`config.mk`:
```
export PLATFORM = sky130hd
export DESIGN_NAME = arlet6502_bus_bridge
export DESIGN_NICKNAME = d
export VERILOG_FILES = /design/src/rtl/arlet6502_bus_pkg.sv /design/src/rtl/arlet6502_bus_timeout.sv /design/src/rtl/arlet6502_bus_bridge.sv
export SDC_FILE = /design/constraint.sdc
export NUM_CORES = 1
export LEC_CHECK = 0
export ABC_CLOCK_PERIOD_IN_PS = 1700
export CORE_MARGIN = 2
export CORE_UTILIZATION = 43
export CTS_BUF_LIST = sky130_fd_sc_hd__clkbuf_4 sky130_fd_sc_hd__clkbuf_8 sky130_fd_sc_hd__clkbuf_16
export DETAILED_ROUTE_END_ITERATION = 8
export HOLD_SLACK_MARGIN = 0.03
export PLACE_DENSITY = 0.87
export SLEW_MARGIN = 20
export SYNTH_ARGS = -nofsm -noshare
export SYNTH_HDL_FRONTEND = slang
export SYNTH_SLANG_ARGS = --single-unit
```
`constraint.sdc`:
```
create_clock -name clk -period 1.7 [get_ports clk]
set_input_delay 0.17 -clock clk [delete_from_list [all_inputs] [get_ports clk]]
set_output_delay 0.17 -clock clk [all_outputs]
set_load 0.02 [all_outputs]
```
`src/rtl/arlet6502_bus_pkg.sv`:
```
// Shared definitions for the 6502 memory-side bus bridge: bus widths,
// default open-bus value and the transaction state encoding.
package arlet6502_bus_pkg;

   localparam int ADDR_W = 16;
   localparam int DATA_W = 8;

   localparam logic [DATA_W-1:0] OPEN_BUS_DEFAULT = 8'hFF;

   typedef enum logic [1:0] {
      ST_IDLE = 2'd0,
      ST_REQ  = 2'd1,
      ST_DONE = 2'd2
   } bus_state_e;

endpackage : arlet6502_bus_pkg

```
`src/rtl/arlet6502_bus_timeout.sv`:
```
// Wait-cycle counter for the bus bridge. Cleared while no request is
// outstanding, advanced on every unacknowledged REQ cycle, and flags the
// terminal count when the current cycle is the last one allowed.
module arlet6502_bus_timeout #(
   parameter int TIMEOUT = 255
) (
   input  logic clk,
   input  logic reset,
   input  logic clr_i,
   input  logic en_i,
   output logic tc_o
);

   localparam logic [7:0] TC_VAL = 8'(TIMEOUT - 1);

   logic [7:0] count_q;
   logic [7:0] count_d;

   // Next count: clear has priority, otherwise step when enabled.
   always_comb begin
      count_d = count_q;
      if (clr_i) begin
         count_d = 8'd0;
      end else if (en_i) begin
         count_d = count_q + 8'd1;
      end else begin
         count_d = count_q;
      end
   end

   // Counter register with asynchronous active-low reset.
   always_ff @(posedge clk or negedge reset) begin
      if (!reset) begin
         count_q <= 8'd0;
      end else begin
         count_q <= count_d;
      end
   end

   assign tc_o = (count_q == TC_VAL);

endmodule : arlet6502_bus_timeout

```
`src/rtl/arlet6502_bus_bridge.sv`:
```
// Bus bridge between the 6502 core and a variable-latency request/ack bus.
// Every ready cycle the core's address/data/we are captured and one
// external transaction is run; the core is stalled (cpu_rdy=0) until the
// access is accepted or aborted by the timeout, which also raises a
// sticky bus error.
module arlet6502_bus_bridge
   import arlet6502_bus_pkg::*;
#(
   parameter int                TIMEOUT  = 255,
   parameter logic [DATA_W-1:0] OPEN_BUS = OPEN_BUS_DEFAULT
) (
   input  logic              clk,
   input  logic              reset,
   input  logic [ADDR_W-1:0] cpu_a,
   input  logic [DATA_W-1:0] cpu_do,
   input  logic              cpu_we,
   output logic [DATA_W-1:0] cpu_di,
   output logic              cpu_rdy,
   output logic              ext_req,
   output logic [ADDR_W-1:0] ext_addr,
   output logic              ext_we,
   output logic [DATA_W-1:0] ext_wdata,
   input  logic [DATA_W-1:0] ext_rdata,
   input  logic              ext_ack,
   output logic              bus_err,
   input  logic              bus_err_clr
);

   bus_state_e        state_q,     state_d;
   logic              rdy_q,       rdy_d;
   logic [DATA_W-1:0] cpu_di_q,    cpu_di_d;
   logic              ext_req_q,   ext_req_d;
   logic [ADDR_W-1:0] ext_addr_q,  ext_addr_d;
   logic              ext_we_q,    ext_we_d;
   logic [DATA_W-1:0] ext_wdata_q, ext_wdata_d;
   logic              bus_err_q,   bus_err_d;

   logic in_req_s;
   logic accept_s;
   logic abort_s;
   logic tc_s;

   assign in_req_s = (state_q == ST_REQ);
   assign accept_s = in_req_s && ext_ack;
   assign abort_s  = in_req_s && !ext_ack && tc_s;

   arlet6502_bus_timeout #(
      .TIMEOUT (TIMEOUT)
   ) u_timeout (
      .clk   (clk),
      .reset (reset),
      .clr_i (!in_req_s),
      .en_i  (in_req_s && !ext_ack),
      .tc_o  (tc_s)
   );

   // State register.
   always_ff @(posedge clk or negedge reset) begin
      if (!reset) begin
         state_q <= ST_IDLE;
      end else begin
         state_q <= state_d;
      end
   end

   // Next-state logic: every ready cycle starts an access; REQ ends on accept or abort.
   always_comb begin
      state_d = state_q;
      case (state_q)
         ST_IDLE, ST_DONE: begin
            state_d = ST_REQ;
         end
         ST_REQ: begin
            if (accept_s || abort_s) begin
               state_d = ST_DONE;
            end else begin
               state_d = ST_REQ;
            end
         end
         default: begin
            state_d = ST_IDLE;
         end
      endcase
   end

   // Output next-values: capture the core request, return data, track bus error.
   always_comb begin
      cpu_di_d    = cpu_di_q;
      ext_req_d   = ext_req_q;
      ext_addr_d  = ext_addr_q;
      ext_we_d    = ext_we_q;
      ext_wdata_d = ext_wdata_q;
      case (state_q)
         ST_IDLE, ST_DONE: begin
            ext_addr_d  = cpu_a;
            ext_we_d    = cpu_we;
            ext_wdata_d = cpu_do;
            ext_req_d   = 1'b1;
         end
         ST_REQ: begin
            if (accept_s) begin
               ext_req_d = 1'b0;
               if (!ext_we_q) begin
                  cpu_di_d = ext_rdata;
               end else begin
                  cpu_di_d = cpu_di_q;
               end
            end else if (abort_s) begin
               ext_req_d = 1'b0;
               if (!ext_we_q) begin
                  cpu_di_d = OPEN_BUS;
               end else begin
                  cpu_di_d = cpu_di_q;
               end
            end else begin
               ext_req_d = 1'b1;
            end
         end
         default: begin
            ext_req_d = 1'b0;
         end
      endcase

      // Abort sets the error even if a clear arrives on the same edge.
      if (abort_s) begin
         bus_err_d = 1'b1;
      end else if (bus_err_clr) begin
         bus_err_d = 1'b0;
      end else begin
         bus_err_d = bus_err_q;
      end

      // Ready comes from its own flop so the core sees a glitch-free level.
      rdy_d = (state_d != ST_REQ);
   end

   // Registered outputs toward the core and the external bus.
   always_ff @(posedge clk or negedge reset) begin
      if (!reset) begin
         rdy_q       <= 1'b1;
         cpu_di_q    <= '0;
         ext_req_q   <= 1'b0;
         ext_addr_q  <= '0;
         ext_we_q    <= 1'b0;
         ext_wdata_q <= '0;
         bus_err_q   <= 1'b0;
      end else begin
         rdy_q       <= rdy_d;
         cpu_di_q    <= cpu_di_d;
         ext_req_q   <= ext_req_d;
         ext_addr_q  <= ext_addr_d;
         ext_we_q    <= ext_we_d;
         ext_wdata_q <= ext_wdata_d;
         bus_err_q   <= bus_err_d;
      end
   end

   assign cpu_rdy   = rdy_q;
   assign cpu_di    = cpu_di_q;
   assign ext_req   = ext_req_q;
   assign ext_addr  = ext_addr_q;
   assign ext_we    = ext_we_q;
   assign ext_wdata = ext_wdata_q;
   assign bus_err   = bus_err_q;

endmodule : arlet6502_bus_bridge

```
* Word level (Yosys, flattened, before mapping)
Cells that the tools add are included.
** Word-level totals
- Register bits :: 46
- Input bits :: 37
- Output and inout bits :: 36
- Logic and storage cells :: 40
** Cells by class
- Add/subtract/negate cells :: 1
- Eq/ne operators :: 7
- Muxes and demuxes :: 13
- Reductions and logical operators :: 10
** Operators with widths (count)
- two-way mux 8 bit :: 6
- adder 8 x 1 -> 8 bit, second input constant :: 1
- == test 8 bit, second input constant :: 1
- two-way mux 1 bit :: 4
- inequality test 2 x 1 -> 1 bit, second input constant :: 2
- inequality test 2 bit, second input constant :: 2
- one-hot mux 2 bit (2 select lines) :: 1
- AND reduction 4 bit :: 1
- nonzero test 2 bit :: 2
- logical AND 1 bit :: 3
- == test 2 x 1 -> 1 bit, second input constant :: 1
- == test 2 bit, second input constant :: 1
- logical NOT 2 bit :: 1
- two-way mux 2 bit :: 1
- one-hot mux 1 bit (2 select lines) :: 1
- OR reduction 2 bit :: 1
- logical NOT 1 bit :: 1
- logical OR 1 bit :: 1

* Longest topological paths before layout
- Word-level depth :: 7
- Gate-level depth with buffers :: 6
- Gate-level depth less buffers :: 5

* By module
Synthesis repeated with hierarchy kept, for this count alone.
** Second synthesis, totals
- Cell total of the unflattened synthesis :: 140
- Area total of the unflattened synthesis :: 1854.3 um^2
** By module, submodules not included
- arlet6502_bus_bridge :: instances 1, cells each 99, area each 1443.9 um^2, sequential area each 927.1 um^2
- arlet6502_bus_timeout :: instances 1, cells each 41, area each 410.4 um^2, sequential area each 200.2 um^2

* Worst setup path before layout
Ideal clock, no wire load.
- Path kind :: flip-flop to flip-flop
- Start point :: register state_q[0]
- End point :: register cpu_di_q[0], in the netlist cpu_di[0]
- Library setup time :: 0.073 ns
- Arrival time :: 1.414 ns
- Required time :: 1.627 ns
- Slack :: 0.213 ns
- Stages on the path, launching flop included :: 6
- Buffers on the path :: 2
- Clock period less this slack :: 1.487 ns
- Cell sequence :: dfrtp_1 nand2b_1 clkbuf_1 or4_4 buf_6 a21oi_2
** Between the ends
- Word-level cells in the longest chain between the ends :: 5
- Elaborated cells between the ends (all ways) :: 9
- Classes of those cells :: eq/ne: 3; mux: 1; reduce/logical: 5
** RTL lines
- from (decl) :: RTL line arlet6502_bus_bridge.sv:29 : bus_state_e state_q, state_d;
- from (signal assigned) :: RTL line arlet6502_bus_bridge.sv:62 : state_q <= state_d;
- == test 2 x 1 -> 1 bit (*) :: RTL line arlet6502_bus_bridge.sv:43, arlet6502_bus_bridge.sv:93
- logical AND 1 bit (2 in series) :: RTL line arlet6502_bus_bridge.sv:45 : assign abort_s = in_req_s && !ext_ack && tc_s;
- inequality test 2 bit (no source line) or nonzero test 2 bit (tied branches)
- AND reduction 4 bit (no source line)
- to (signal assigned) :: RTL line arlet6502_bus_bridge.sv:149 : cpu_di_q <= cpu_di_d;
- to (decl) :: RTL line arlet6502_bus_bridge.sv:31 : logic [DATA_W-1:0] cpu_di_q, cpu_di_d;
Mark *: on every way between the ends. The rest lies on a longest branch, timed or not.
A chain may end at the register's enable or synchronous reset.

* Final worst setup path
- Start point :: register u_timeout.count_q[0]
- End point :: register cpu_di_q[2], in the netlist cpu_di[2]
** Between the ends
- Word-level cells in the longest chain between the ends :: 4
- Elaborated cells between the ends (all ways) :: 5
- Classes of those cells :: eq/ne: 2; reduce/logical: 3
** RTL lines
- from (decl) :: RTL line arlet6502_bus_timeout.sv:16 : logic [7:0] count_q;
- from (signal assigned) :: RTL line arlet6502_bus_timeout.sv:36 : count_q <= count_d;
- == test 8 bit (*) :: RTL line arlet6502_bus_timeout.sv:40 : assign tc_o = (count_q == TC_VAL);
- logical AND 1 bit (*) :: RTL line arlet6502_bus_bridge.sv:45
- inequality test 2 bit (no source line) or nonzero test 2 bit (tied branches)
- AND reduction 4 bit (no source line) (*)
Marked as above.

==> flow_results.org <==
** Setup path
- The worst setup path is captured at a flip-flop.
- Of all nets on the critical path, the largest fanout is 8.
- Among all stages on the critical path, the largest delay is contributed by or4_4.
- The startpoint identified for the worst register-to-register timing path is u_timeout.count_q[0].
- Critical Path Start Type :: flip-flop
- Start point of the critical path :: u_timeout.count_q[0]
- In this design, the stage delay of the slowest critical-path cell is 580 ps.
- The critical path in this run is classified as reg -> reg.
- The number of buffers and inverters on the critical path is 2.
- For the worst setup path, the data required time is 1920 ps.
- Cells traversed along the worst timing path :: inv_1 -> ha_1 -> nand2_1 -> or4_4 -> buf_12 -> a21oi_2
- Data arrives at the worst endpoint at 1800 ps.
- Grouping stages by cell kind, the critical path spends the most delay in simple AND/OR/NAND/NOR gates.

** Pwr
- For this design the total switching power over the nets is 1.119 mW.
- The design draws ~3.5 mW.
- Pleak :: 1.166 nW
- The share of total power dissipated in sequential elements is 0.422.
- VDD sags by at most 0.7939 mV.
- Total power divided by cell area :: 1252 mW/mm^2
- Share of total power in the clock network :: 0.189
- Of the total power, combinational logic draws 0.388.
- Of the total power, the share spent switching nets is 0.3205.
- Cell internal pwr :: 2.372 mW

** Finish
- Fill cells in the final layout number 342.
- From synthesis to final layout, the design area changed by 48.60%.
- Register Area :: 0.001127 mm^2
- Of the cells placed in the final design, the portion with a size suffix greater than 1 is 0.1991.
- The count of cells in the finished layout, fillers not included, comes to 278.
- Once layout is complete, the utilization of the core stands at 0.6540.
- Ant. Diodes :: 0
- Footprint of the multi-input gates :: 693.2 um^2
- For this run, the post-layout net count is 265.

** Logic synthesis
- When the netlist entered floorplanning its net count stood at 185.
- After technology mapping, the gate count stands at between 100 and 150.
- In this run, synthesis produced a sequential element count of 45.
- Of the synthesized area, sequential elements account for 0.6007.
- Average instance area after synthesis :: between 10 and 15 um^2
- Post-synth design cell area :: about 0.0019 mm^2
- Yosys printed 0 warnings.
- The synthesized netlist contains 31 unique library cells.

** Route
- Via-to-Cell Ratio :: 5.083
- For this run, design rule violations remaining after detail routing come to 0.
- Initial DRT Pass Iterations :: 4
- For this block, the initial DRC count from the detailed router was 89.
- Detail-routed net length per standard cell :: 14.13 um
- Number of vias after detailed routing :: about 1400
- Count of nets left with antenna violations after detail routing :: 0
- Summed over all layers, the routed wires come to between 3000 and 4000 um.

** GRT
- For this run, the total global-route usage over all layers was measured as 0.1737.
- The via count of the first global-routing pass was 1443.
- The initial antenna violation count came to 0.
- Wire length of the first global-routing pass :: 6782 um
- Leftover overflow at the end of global routing :: 0
- Entering global routing, the biggest net connects 18 pins.

** Clocking
- Latest clock arrival within the worst-skew pair :: 290 ps
- H-tree depth :: 2
- TritonCTS clock tree :: yes
- Clock-pin slew reported for the worst setup and hold paths after clock tree synthesis :: 80 ps
- TritonCTS created 5 clock buffers.
- Counting every sink on the clock net gives 45.
- Clock root buffer :: clkbuf_8
- Post-CTS repair changed the size of 0 cells.
- Quantity of hold-fixing buffers added after cts :: 1
- Maximum buffer depth of the clock tree :: 2
- After clock tree synthesis, the setup repair step added 0 buffers.

** Placed design
- Dpl ws :: ~66 ps
- At the end of routability-driven placement, the weighted congestion stood at 0.7928.
- # placed instances :: 270
- Post-detailed-placement half-perimeter wirelength :: 2981 um
- The count of buffers added on input and output ports is 72.

** Floorplan
- During I/O placement, the number of pins put on the boundary was 73.
- The die is 70.07 um tall.
- The region available for standard cell placement spans 0.004264 mm^2.
- Initial core utilization :: 0.4401
- Die Outline Area :: 0.004909 mm^2
- Chip Width :: 70.07 um
- The initialized floorplan defines 24 standard-cell rows.

** Timing
- Number of endpoints with negative hold slack in the final report :: 0
- Minimum period implied by the final worst setup slack :: 1587 ps
- At the pin with the least slew margin, the transition time is 367.1 ps.
- Setup TNS after final layout :: 0 ps
- Max Slew Vio Count :: 0
- In the finished design, the share of the clock period the worst path needs comes to 0.9333.
- Worst relative slew slack :: 0.7553
- Setup repair after global routing left no endpoint under its margin.
- Setup Viol. Count Final :: 0
- On the final layout, the worst clock skew is 6.081 ps.
- Once routing completed, OpenROAD measured the worst setup slack at 113.4 ps.
- Timing would allow up to 630.3 MHz.

** Job
- Total of max-cap violations :: 0

** Outcome
- The flow ran to the end, and the final reports show no timing, DRC or antenna violations.

** Worst hold path
- In this run the worst hold path is classified as in -> async.
==> final cells by class <==
type	instances	share of cell area
Clock buffer	7	0.03230
Inverter	4	0.005384
Multi-Input combinational cell	89	0.2485
Sequential cell	45	0.4042
Tap cell	52	0.02333
Timing Repair Buffer	81	0.2862
==> metal layers <==
layer / vias up / wire length (um) / global-route usage
met5: - / 0 / 0
met4: 0 / 8 / 0.03846
met3: 2 / 241 / 0.06349
met2: 41 / 1992 / 0.2847
met1: 697 / 1686 / 0.2221
li1: 673 / - / -
==> power by group through the flow <==
stage	Combinational, mW	Clock (mW)	Sequential (mW)
3_5_place_dp	1.37	0	1.50
4_1_cts	1.37	0.692	1.48
3_3_place_gp	1.34	0	1.48
6_report	1.36	0.661	1.47
5_1_grt	1.44	0.745	1.51
2_1_floorplan	0.420	0	1.76
==> placed cells by master (no fill, tap or decap), drive strengths merged, types with 3 or more instances in the layout <==
master / Yosys / layout
xor2: 3 / 3
dfrtp: 44 / 44
clkdlybuf4s50: 0 / 71
a21oi: 12 / 12
o21ai: 5 / 5
clkbuf: 3 / 7
buf: 5 / 9
nor2: 15 / 15
o22ai: 8 / 8
or3: 3 / 3
mux2: 25 / 25
inv: 4 / 4
==> registers in the layout, summed over array words and instances (netlist names) <==
name	flops
cpu_di	8
ext_addr	16
ext_wdata	8
u_timeout.count_q	8
ext_we	1
bus_err	1
state_q	2
cpu_rdy	1
==> cells by family (layout without fill, tap and decap cells) <==
kind of cell             count (synthesis)  after routing  share of synthesized area
buffers and inverters                   12             92                    0.02999
AND/OR/NAND/NOR                         31             31                    0.09000
XOR/XNOR                                 4              4                    0.01867
adder cells (fa/ha/maj)                  2              2                    0.01333
flip-flops                              45             45                     0.6007
AO/OA/AOI/OAI                           27             27                    0.09734
multiplexers                            25             25                     0.1500
==> worst paths after layout <==
kind                                        endpoint  slack [ps]  cells past startpoint
worst max-delay path                       cpu_di[2]         110                      6
worst min-delay path            u_timeout.count_q[2]         310                      2
worst max register to register             cpu_di[2]         110                      6
worst min register to register           ext_addr[4]         490                      1
max in group asynchronous                    cpu_rdy         780                      3
min in group clk                             bus_err         460                      2
==> stage by stage <==
step | hold WS [ps] | instance area [um^2]
floorplan | -125.6 | 1877
detailed placement | 112.8 | 2689
global route | 352.9 | 2789
CTS | 325.7 | 2789
global placement | 105.5 | 2689
finish | 314.4 | 2789
==> synthesized netlist by cell type, drive strengths merged <==
cell     instances  area share
ha               2       0.013
nand4b           2      0.0093
clkbuf           3      0.0060
or4              1      0.0060
and3b            1      0.0047
inv              4      0.0080
nand2            2      0.0040
xor2             3       0.014
or3              3       0.010
buf              5       0.016
a21oi           12       0.048
nor2            15       0.030
o22ai            8       0.027
mux2            25        0.15
nand4            1      0.0033
dfstp            1       0.014
o21ai            5       0.013
nand2b           2      0.0067
nand4bb          1      0.0060
a21boi           1      0.0040
nor2b            1      0.0033
nand3            1      0.0027
xnor2            1      0.0047
nand3b           1      0.0040
dfrtp           44        0.59
a21bo            1      0.0053
Power figures use the tool's default switching activity.
